===== src/rtl/pid_loop_sequencer_if.sv =====
// pid_loop_sequencer_if: bundles config, run control, PID-core handshake and status.
// Latency: none (wires only).
// Backpressure: cfg_valid/cfg_ready handshake; core side is pulse/strobe based.
// master: the sequencer side. slave: the environment (config source, core, consumer).
interface pid_loop_sequencer_if #(
    parameter int D_WIDTH  = 16,
    parameter int PERIOD_W = 16
);
    // configuration port
    logic                cfg_valid;
    logic                cfg_ready;
    logic [1:0]          cfg_addr;
    logic [D_WIDTH-1:0]  cfg_data;
    // run control and samples
    logic                start;
    logic                stop;
    logic [PERIOD_W-1:0] period;
    logic [D_WIDTH-1:0]  target_in;
    logic [D_WIDTH-1:0]  meas_in;
    // PID core side
    logic                pid_write_enable;
    logic                pid_iterate_enable;
    logic [D_WIDTH-1:0]  pid_reg_addr;
    logic [D_WIDTH-1:0]  pid_reg_data;
    logic [D_WIDTH-1:0]  pid_target;
    logic [D_WIDTH-1:0]  pid_measurement;
    logic [D_WIDTH-1:0]  pid_out;
    logic                pid_out_valid;
    // published result and status
    logic [D_WIDTH-1:0]  ctrl_out;
    logic                ctrl_valid;
    logic                ctrl_sat;
    logic [7:0]          overrun_cnt;
    logic                timeout_err;
    logic                running;

    modport master (
        input  cfg_valid, cfg_addr, cfg_data,
        input  start, stop, period, target_in, meas_in,
        input  pid_out, pid_out_valid,
        output cfg_ready,
        output pid_write_enable, pid_iterate_enable, pid_reg_addr, pid_reg_data,
        output pid_target, pid_measurement,
        output ctrl_out, ctrl_valid, ctrl_sat, overrun_cnt, timeout_err, running
    );

    modport slave (
        output cfg_valid, cfg_addr, cfg_data,
        output start, stop, period, target_in, meas_in,
        output pid_out, pid_out_valid,
        input  cfg_ready,
        input  pid_write_enable, pid_iterate_enable, pid_reg_addr, pid_reg_data,
        input  pid_target, pid_measurement,
        input  ctrl_out, ctrl_valid, ctrl_sat, overrun_cnt, timeout_err, running
    );
endinterface


===== src/rtl/pid_loop_sequencer.sv =====
// pid_loop_sequencer: loads gains into one PID core while idle, then paces it with a
//   one-cycle iterate pulse every `period` cycles and publishes the clamped result.
// Latency: all outputs registered; ctrl_valid strobes one cycle after pid_out_valid.
// Backpressure: cfg_ready high only in IDLE; a tick arriving while a result is still
//   outstanding is dropped and counted in overrun_cnt (saturating at 255).
// Ports: clk, rst (synchronous, active-high); bus = master side of pid_loop_sequencer_if
//   (config write port, start/stop/period/samples, core handshake, ctrl_out + status).
module pid_loop_sequencer #(
    parameter int D_WIDTH  = 16,
    parameter int PERIOD_W = 16,
    parameter int TIMEOUT  = 32,
    parameter int LIM_MAX  = 4096,
    parameter int LIM_MIN  = -4096
) (
    input  logic                 clk,
    input  logic                 rst,
    pid_loop_sequencer_if.master bus
);

    localparam int TO_W = $clog2(TIMEOUT + 1);
    localparam logic signed [D_WIDTH-1:0] LIM_MAX_S = D_WIDTH'(LIM_MAX);
    localparam logic signed [D_WIDTH-1:0] LIM_MIN_S = D_WIDTH'(LIM_MIN);

    typedef enum logic [1:0] {
        IDLE     = 2'd0,
        RUN_WAIT = 2'd1,
        WAIT_RES = 2'd2
    } state_t;

    state_t              state_q, state_d;
    logic [PERIOD_W-1:0] cnt_q, cnt_d;
    logic [PERIOD_W-1:0] per_q, per_d;
    logic [TO_W-1:0]     to_q, to_d;
    logic                cfg_ready_q, cfg_ready_d;
    logic                we_q, we_d;
    logic                iter_q, iter_d;
    logic [D_WIDTH-1:0]  reg_addr_q, reg_addr_d;
    logic [D_WIDTH-1:0]  reg_data_q, reg_data_d;
    logic [D_WIDTH-1:0]  tgt_q, tgt_d;
    logic [D_WIDTH-1:0]  meas_q, meas_d;
    logic [D_WIDTH-1:0]  ctrl_out_q, ctrl_out_d;
    logic                ctrl_vld_q, ctrl_vld_d;
    logic                ctrl_sat_q, ctrl_sat_d;
    logic [7:0]          ovr_q, ovr_d;
    logic                terr_q, terr_d;
    logic                running_q, running_d;

    logic                      tick;
    logic signed [D_WIDTH-1:0] res_s;
    logic [D_WIDTH-1:0]        res_clamped;
    logic                      res_hit;

    always_ff @(posedge clk) begin
        if (rst) begin
            state_q     <= IDLE;
            cnt_q       <= '0;
            per_q       <= '0;
            to_q        <= '0;
            cfg_ready_q <= 1'b1;
            we_q        <= 1'b0;
            iter_q      <= 1'b0;
            reg_addr_q  <= '0;
            reg_data_q  <= '0;
            tgt_q       <= '0;
            meas_q      <= '0;
            ctrl_out_q  <= '0;
            ctrl_vld_q  <= 1'b0;
            ctrl_sat_q  <= 1'b0;
            ovr_q       <= '0;
            terr_q      <= 1'b0;
            running_q   <= 1'b0;
        end else begin
            state_q     <= state_d;
            cnt_q       <= cnt_d;
            per_q       <= per_d;
            to_q        <= to_d;
            cfg_ready_q <= cfg_ready_d;
            we_q        <= we_d;
            iter_q      <= iter_d;
            reg_addr_q  <= reg_addr_d;
            reg_data_q  <= reg_data_d;
            tgt_q       <= tgt_d;
            meas_q      <= meas_d;
            ctrl_out_q  <= ctrl_out_d;
            ctrl_vld_q  <= ctrl_vld_d;
            ctrl_sat_q  <= ctrl_sat_d;
            ovr_q       <= ovr_d;
            terr_q      <= terr_d;
            running_q   <= running_d;
        end
    end

    always_comb begin
        state_d     = state_q;
        cnt_d       = cnt_q;
        per_d       = per_q;
        to_d        = to_q;
        iter_d      = 1'b0;
        reg_addr_d  = reg_addr_q;
        reg_data_d  = reg_data_q;
        tgt_d       = tgt_q;
        meas_d      = meas_q;
        ctrl_out_d  = ctrl_out_q;
        ctrl_vld_d  = 1'b0;
        ctrl_sat_d  = ctrl_sat_q;
        ovr_d       = ovr_q;
        terr_d      = terr_q;

        // The latched period is never 0, so the counter reaching 1 marks a tick.
        tick = (cnt_q == PERIOD_W'(1));

        res_s       = bus.pid_out;
        res_clamped = bus.pid_out;
        res_hit     = 1'b0;
        if (res_s > LIM_MAX_S) begin
            res_clamped = LIM_MAX_S;
            res_hit     = 1'b1;
        end else if (res_s < LIM_MIN_S) begin
            res_clamped = LIM_MIN_S;
            res_hit     = 1'b1;
        end

        unique case (state_q)
            IDLE: begin
                // A config write takes priority over start; stop vetoes start.
                if (bus.cfg_valid) begin
                    reg_addr_d = D_WIDTH'(bus.cfg_addr);
                    reg_data_d = bus.cfg_data;
                end else if (bus.start && !bus.stop) begin
                    per_d   = (bus.period == '0) ? PERIOD_W'(1) : bus.period;
                    cnt_d   = per_d;
                    terr_d  = 1'b0;
                    ovr_d   = '0;
                    state_d = RUN_WAIT;
                end
            end

            RUN_WAIT: begin
                if (bus.stop) begin
                    state_d = IDLE;
                end else if (tick) begin
                    tgt_d   = bus.target_in;
                    meas_d  = bus.meas_in;
                    iter_d  = 1'b1;
                    cnt_d   = per_q;
                    to_d    = '0;
                    state_d = WAIT_RES;
                end else begin
                    cnt_d = cnt_q - PERIOD_W'(1);
                end
            end

            WAIT_RES: begin
                // stop discards any result landing in the same cycle.
                if (bus.stop) begin
                    state_d = IDLE;
                end else begin
                    // The pace keeps running; a tick here is dropped as an overrun,
                    // even when the result arrives in that same cycle.
                    if (tick) begin
                        cnt_d = per_q;
                        if (ovr_q != 8'hFF) begin
                            ovr_d = ovr_q + 8'd1;
                        end
                    end else begin
                        cnt_d = cnt_q - PERIOD_W'(1);
                    end
                    to_d = to_q + TO_W'(1);
                    if (bus.pid_out_valid) begin
                        ctrl_out_d = res_clamped;
                        ctrl_sat_d = res_hit;
                        ctrl_vld_d = 1'b1;
                        state_d    = RUN_WAIT;
                    end else if (to_d == TO_W'(TIMEOUT)) begin
                        terr_d  = 1'b1;
                        state_d = IDLE;
                    end
                end
            end

            default: begin
                state_d = IDLE;
            end
        endcase

        // Mode outputs follow the next state so they line up with it after the edge;
        // dropping write_enable on the way to IDLE holds the core in reset.
        cfg_ready_d = (state_d == IDLE);
        running_d   = (state_d != IDLE);
        we_d        = (state_d != IDLE);
    end

    assign bus.cfg_ready          = cfg_ready_q;
    assign bus.pid_write_enable   = we_q;
    assign bus.pid_iterate_enable = iter_q;
    assign bus.pid_reg_addr       = reg_addr_q;
    assign bus.pid_reg_data       = reg_data_q;
    assign bus.pid_target         = tgt_q;
    assign bus.pid_measurement    = meas_q;
    assign bus.ctrl_out           = ctrl_out_q;
    assign bus.ctrl_valid         = ctrl_vld_q;
    assign bus.ctrl_sat           = ctrl_sat_q;
    assign bus.overrun_cnt        = ovr_q;
    assign bus.timeout_err        = terr_q;
    assign bus.running            = running_q;

endmodule

===== src/flat_wrapper.sv =====
// flat-port wrapper written by rule: the top's interface ports become plain ports
module pid_loop_sequencer_flat 
#(
    parameter int D_WIDTH  = 16,
    parameter int PERIOD_W = 16,
    parameter int TIMEOUT  = 32,
    parameter int LIM_MAX  = 4096,
    parameter int LIM_MIN  = -4096
)
  (clk, rst, bus_cfg_valid, bus_cfg_addr, bus_cfg_data, bus_start, bus_stop, bus_period, bus_target_in, bus_meas_in, bus_pid_out, bus_pid_out_valid, bus_cfg_ready, bus_pid_write_enable, bus_pid_iterate_enable, bus_pid_reg_addr, bus_pid_reg_data, bus_pid_target, bus_pid_measurement, bus_ctrl_out, bus_ctrl_valid, bus_ctrl_sat, bus_overrun_cnt, bus_timeout_err, bus_running);
  pid_loop_sequencer_if #(.D_WIDTH(D_WIDTH), .PERIOD_W(PERIOD_W)) bus_i ();
  input  logic clk;
  input  logic rst;
  input wire logic [$bits(bus_i.cfg_valid)-1:0] bus_cfg_valid;
  input wire logic [$bits(bus_i.cfg_addr)-1:0] bus_cfg_addr;
  input wire logic [$bits(bus_i.cfg_data)-1:0] bus_cfg_data;
  input wire logic [$bits(bus_i.start)-1:0] bus_start;
  input wire logic [$bits(bus_i.stop)-1:0] bus_stop;
  input wire logic [$bits(bus_i.period)-1:0] bus_period;
  input wire logic [$bits(bus_i.target_in)-1:0] bus_target_in;
  input wire logic [$bits(bus_i.meas_in)-1:0] bus_meas_in;
  input wire logic [$bits(bus_i.pid_out)-1:0] bus_pid_out;
  input wire logic [$bits(bus_i.pid_out_valid)-1:0] bus_pid_out_valid;
  output wire logic [$bits(bus_i.cfg_ready)-1:0] bus_cfg_ready;
  output wire logic [$bits(bus_i.pid_write_enable)-1:0] bus_pid_write_enable;
  output wire logic [$bits(bus_i.pid_iterate_enable)-1:0] bus_pid_iterate_enable;
  output wire logic [$bits(bus_i.pid_reg_addr)-1:0] bus_pid_reg_addr;
  output wire logic [$bits(bus_i.pid_reg_data)-1:0] bus_pid_reg_data;
  output wire logic [$bits(bus_i.pid_target)-1:0] bus_pid_target;
  output wire logic [$bits(bus_i.pid_measurement)-1:0] bus_pid_measurement;
  output wire logic [$bits(bus_i.ctrl_out)-1:0] bus_ctrl_out;
  output wire logic [$bits(bus_i.ctrl_valid)-1:0] bus_ctrl_valid;
  output wire logic [$bits(bus_i.ctrl_sat)-1:0] bus_ctrl_sat;
  output wire logic [$bits(bus_i.overrun_cnt)-1:0] bus_overrun_cnt;
  output wire logic [$bits(bus_i.timeout_err)-1:0] bus_timeout_err;
  output wire logic [$bits(bus_i.running)-1:0] bus_running;
  assign bus_i.cfg_valid = bus_cfg_valid;
  assign bus_i.cfg_addr = bus_cfg_addr;
  assign bus_i.cfg_data = bus_cfg_data;
  assign bus_i.start = bus_start;
  assign bus_i.stop = bus_stop;
  assign bus_i.period = bus_period;
  assign bus_i.target_in = bus_target_in;
  assign bus_i.meas_in = bus_meas_in;
  assign bus_i.pid_out = bus_pid_out;
  assign bus_i.pid_out_valid = bus_pid_out_valid;
  assign bus_cfg_ready = bus_i.cfg_ready;
  assign bus_pid_write_enable = bus_i.pid_write_enable;
  assign bus_pid_iterate_enable = bus_i.pid_iterate_enable;
  assign bus_pid_reg_addr = bus_i.pid_reg_addr;
  assign bus_pid_reg_data = bus_i.pid_reg_data;
  assign bus_pid_target = bus_i.pid_target;
  assign bus_pid_measurement = bus_i.pid_measurement;
  assign bus_ctrl_out = bus_i.ctrl_out;
  assign bus_ctrl_valid = bus_i.ctrl_valid;
  assign bus_ctrl_sat = bus_i.ctrl_sat;
  assign bus_overrun_cnt = bus_i.overrun_cnt;
  assign bus_timeout_err = bus_i.timeout_err;
  assign bus_running = bus_i.running;
  pid_loop_sequencer #(.D_WIDTH(D_WIDTH), .PERIOD_W(PERIOD_W), .TIMEOUT(TIMEOUT), .LIM_MAX(LIM_MAX), .LIM_MIN(LIM_MIN)) u_core (.clk(clk), .rst(rst), .bus(bus_i));
endmodule

===== config.mk =====
export PLATFORM = sky130hd
export DESIGN_NAME = pid_loop_sequencer_flat
export DESIGN_NICKNAME = d
export VERILOG_FILES = /design/src/rtl/pid_loop_sequencer_if.sv /design/src/rtl/pid_loop_sequencer.sv /design/src/flat_wrapper.sv
export SDC_FILE = /design/constraint.sdc
export NUM_CORES = 1
export LEC_CHECK = 0
export ABC_CLOCK_PERIOD_IN_PS = 3900
export BUFFER_PORTS_ARGS = -buffer_cell sky130_fd_sc_hd__buf_4
export CORE_MARGIN = 4
export CORE_UTILIZATION = 54
export DETAILED_ROUTE_END_ITERATION = 8
export HOLD_SLACK_MARGIN = 0.05
export PLACE_DENSITY = 0.85
export RECOVER_POWER = 50
export SETUP_SLACK_MARGIN = 0.2
export SYNTH_ARGS = -nofsm -noshare
export SYNTH_HDL_FRONTEND = slang
export SYNTH_SLANG_ARGS = --single-unit
export TNS_END_PERCENT = 20

===== constraint.sdc =====
create_clock -name clk -period 3.9 [get_ports clk]
set_input_delay 0.585 -clock clk [delete_from_list [all_inputs] [get_ports clk]]
set_output_delay 0.585 -clock clk [all_outputs]
set_load 0.01 [all_outputs]

==> flow_metrics.tcl <==
set metrics [dict create \
    htree_levels 4 \
    clock.fmax_mhz 384.1 \
    path_cells "nor4_1 -> and4_1 -> nand3_1 -> buf_4 -> a221oi_1 -> or2_2" \
    setup.worst_path.class "flip-flop to flip-flop" \
    post_synth_instance_area_sq_mm 0.005419 \
    vias 5563 \
    p_leak_nw 2.573 \
    cts-hold-fix-buffers 0 \
    power_density_mw_per_mm2 435.3 \
    hold-worst-slack_ns 0.2739 \
    fin_setup_tns_ns 0 \
    placeableCoreArea_sq_mm 0.009774 \
    area.sequential_sq_mm 0.002402 \
    critPathMaxFanout 33 \
    worstSetupStartpointType "flip-flop" \
    vias_per_cell 5.717 \
    final-max-slew-violation-count 0 \
    n_antenna_cell 0 \
    grt_start_max_net_pins 55 \
    antenna_found_initial 0 \
    growth_of_design_area_from_synthesis_to_finish_pct 26.83 \
    cts.clk_slew.worst_paths_ns 0.06 \
    numClockSinks 120 \
    cp_data_required_time_ns 4.38 \
    drtAntennaViolNets 0 \
    multi_input_comb_area_sq_mm 0.002749 \
    fillCellCount 822 \
    flip_flop_and_latch_count_after_synthesis 120 \
    final_nets 925 \
    hold_violations 0 \
    synth-warning-count 0 \
    min_path_type "input pin to flip-flop" \
    grt_overflow_total 0 \
    timing.max_slew.rel_slack_pct 40.61 \
    sequential_fraction_of_the_synthesis_area_pct 44.33 \
    clockRootBuffer "sky130_fd_sc_hd__clkbuf_8" \
    cp_num_buf_inv 1 \
    number_of_enable_flip_flop_cells_after_synthesis 0 \
    wl_per_cell_um 16.83 \
    cts-root-to-sink-buffers 2 \
    timing.critical_path.slowest_cell_delay_ns 0.60 \
    critical_path.endpoint_type "flip-flop" \
    slowest_stage "sky130_fd_sc_hd__nor4_1" \
    drt_iter0_drc 298 \
    ioPinCount 183 \
    dp_hpwl_um 11640 \
    drt_wl_total_um 16380 \
    post_synth_inst_count 675 \
    cts.repair.resized 0 \
    total_power_of_the_final_layout_mw 2.992 \
    io_buffers 168 \
    synth-main-ff-cell "sky130_fd_sc_hd__dfxtp_1" \
    period_share_pct 66.76 \
    cts-buffers-inserted 17 \
    worstMarginPinSlew_ns 0.8903 \
    cp_data_arrival_time_ns 3.08 \
    grt.total_usage_pct 27.81 \
    finalCriticalPeriod_ns 2.603 \
    tritoncts_clock_tree "done" \
    fp.dieH_um 108.2 \
    clk-insertion-delay-late_ns 0.53 \
    synthesis.area_per_instance_sq_um 8.028 \
    cts_setup_buffers 0 \
    dr.pass1.iters 6 \
    vias_in_the_first_global_route 5451 \
    run_status "completed" \
    synthDistinctLibCells 63 \
    drt_drc_violations_left 0 \
    die_w_um 108.2 \
    fraction_of_final_layout_cells_with_drive_strength_greater_than_1_pct 16.67 \
    grt_pass1_wl_um 25860 \
    max-cap-violations 0 \
    rows 36 \
    start_util_pct 55.44 \
    floorplan.die_area_sq_mm 0.01170 \
    timing.clock.skew_ns 0.01154 \
    rsz0062_at_grt "no" \
    worst_path_dominant_cell_family "simple AND/OR/NAND/NOR gates" \
    synth-async-reset-ratio_pct 0 \
    finalSetupViolCount 0 \
    ir_drop_mv 0.2890 \
    final_estimated_routing_congestion_in_global_placement 0.9248 \
]
cell usage after synthesis (all sizes together) (4+ instances only):
cell type    n  share of area [%]
nand2      158                 11
dfxtp      120                 44
a21oi       98                9.1
clkbuf      33                2.3
nor2        29                2.0
o21ai       29                2.7
nor3        23                2.4
buf         20                2.7
nand3       14                1.3
a22o        12                1.9
inv         12               0.83
nor4        10                1.5
ha           9                2.1
nand4        8                1.0
or3          7               0.81
o31ai        6               0.83
xnor2        6               0.97
a221oi       5               0.81
nand2b       5               0.58
nor2b        5               0.58
a211oi       4               0.55
o211ai       4               0.55
or2          4               0.46
or3b         4               0.65
or4          4               0.62
path summary, 6_finish.rpt:
| path | start | to | slack (ns) | cells past startpoint |
|---|---|---|---|---|
| hold / removal | bus_pid_out[0] | u_core.bus.ctrl_out[0] | 0.27 | 2 |
| hold reg to reg | u_core.bus.pid_target[1] | u_core.bus.pid_target[1] | 0.45 | 2 |
| setup / recovery | u_core.cnt_q[7] | u_core.bus.running | 1.30 | 6 |
| setup reg to reg | u_core.cnt_q[7] | u_core.bus.running | 1.30 | 6 |
worst register-to-register path, delay by kind of cell, from the launching register on:
family	cells	cell delay, ns
DFF	1	0.37
AOI/OAI and AO/OA	1	0.44
and+or+nand+nor	4	1.46
buffers and inverters	1	0.27
routing by layer:
metal  GRT usage (%)  routed length (um)  up-vias
met5               0                   0        -
met4           13.62                 514        0
met3           9.493                1377       44
met2           46.23                8021      243
met1           32.00                6463     2610
li1                -                   -     2666
cell usage in the layout, fill, tap and decap left out, types with 3 or more instances in the layout:
cell type                     n
sky130_fd_sc_hd__a21oi_1     98
sky130_fd_sc_hd__mux2_2       3
sky130_fd_sc_hd__nor3_1      20
sky130_fd_sc_hd__nor2_1      29
sky130_fd_sc_hd__ha_1         9
sky130_fd_sc_hd__conb_1      14
sky130_fd_sc_hd__o21ai_0     26
sky130_fd_sc_hd__or3_1        7
sky130_fd_sc_hd__or3b_2       4
sky130_fd_sc_hd__nand4_1      7
sky130_fd_sc_hd__nand2b_1     5
sky130_fd_sc_hd__clkbuf_16   16
sky130_fd_sc_hd__o31ai_1      6
sky130_fd_sc_hd__o21ai_1      3
sky130_fd_sc_hd__xnor2_1      6
sky130_fd_sc_hd__dfxtp_1    120
sky130_fd_sc_hd__clkinv_2     5
sky130_fd_sc_hd__nand3_1     14
sky130_fd_sc_hd__nor4_1       9
sky130_fd_sc_hd__a211oi_1     4
sky130_fd_sc_hd__nand2_1    157
sky130_fd_sc_hd__buf_4       92
sky130_fd_sc_hd__a2111oi_0    3
sky130_fd_sc_hd__a22o_1      12
sky130_fd_sc_hd__inv_1       12
sky130_fd_sc_hd__or4_1        3
sky130_fd_sc_hd__a221oi_1     5
sky130_fd_sc_hd__o211ai_1     4
sky130_fd_sc_hd__nor2b_1      5
sky130_fd_sc_hd__clkbuf_1    87
sky130_fd_sc_hd__or2_2        4
state kept, by name, indices dropped and copies added, names as in the netlist:
register,flops
u_core.bus.ctrl_sat,1
u_core.bus.pid_reg_addr,2
u_core.bus.timeout_err,1
u_core.bus.pid_target,16
u_core.state_q,2
u_core.to_q,6
u_core.cnt_q,16
u_core.bus.ctrl_out,16
u_core.bus.overrun_cnt,8
u_core.bus.pid_measurement,16
u_core.per_q,16
u_core.bus.ctrl_valid,1
u_core.bus.pid_reg_data,16
u_core.bus.running,1
u_core.bus.pid_iterate_enable,1
u_core.bus.cfg_ready,1
through the flow:
step	area (sq um)	util, %	std cells	setup WS [ns]
floorplan	5468	-	688	1.812
detailed placement	6675	68.29	942	1.498
CTS	7187	73.53	973	1.362
global placement	6675	68.29	942	1.525
global route	6873	70.31	973	0.9822
finish	6873	70.31	973	1.297
where the power goes:
part           switching [mW]  internal (mW)  total [mW]
clock                   0.537          0.834        1.37
sequential             0.0278           1.26        1.28
combinational           0.196          0.141       0.338
total                   0.761           2.23        2.99
area by class of cell:
class | instances | share of cell area [%]
well taps | 133 | 2.421
inverters | 12 | 0.6554
repair buffers | 174 | 14.53
clock inverters | 9 | 1.147
flip-flops and latches | 120 | 34.95
clock buffers | 22 | 6.299
multi-input cells | 503 | 40.00
kinds of logic (layout without fill, tap and decap cells):
family,count (synthesis),after routing,synth area share (%)
adders and majority gates,9,9,2.078
DFF,120,120,44.33
and+or+nand+nor,283,283,24.66
AOI/OAI and AO/OA,185,185,20.92
other,1,14,0.06920
buffers and inverters,65,217,5.818
xor gates and xnor gates,7,7,1.131
muxes,5,5,0.9928
Power figures use the tool's default switching activity.
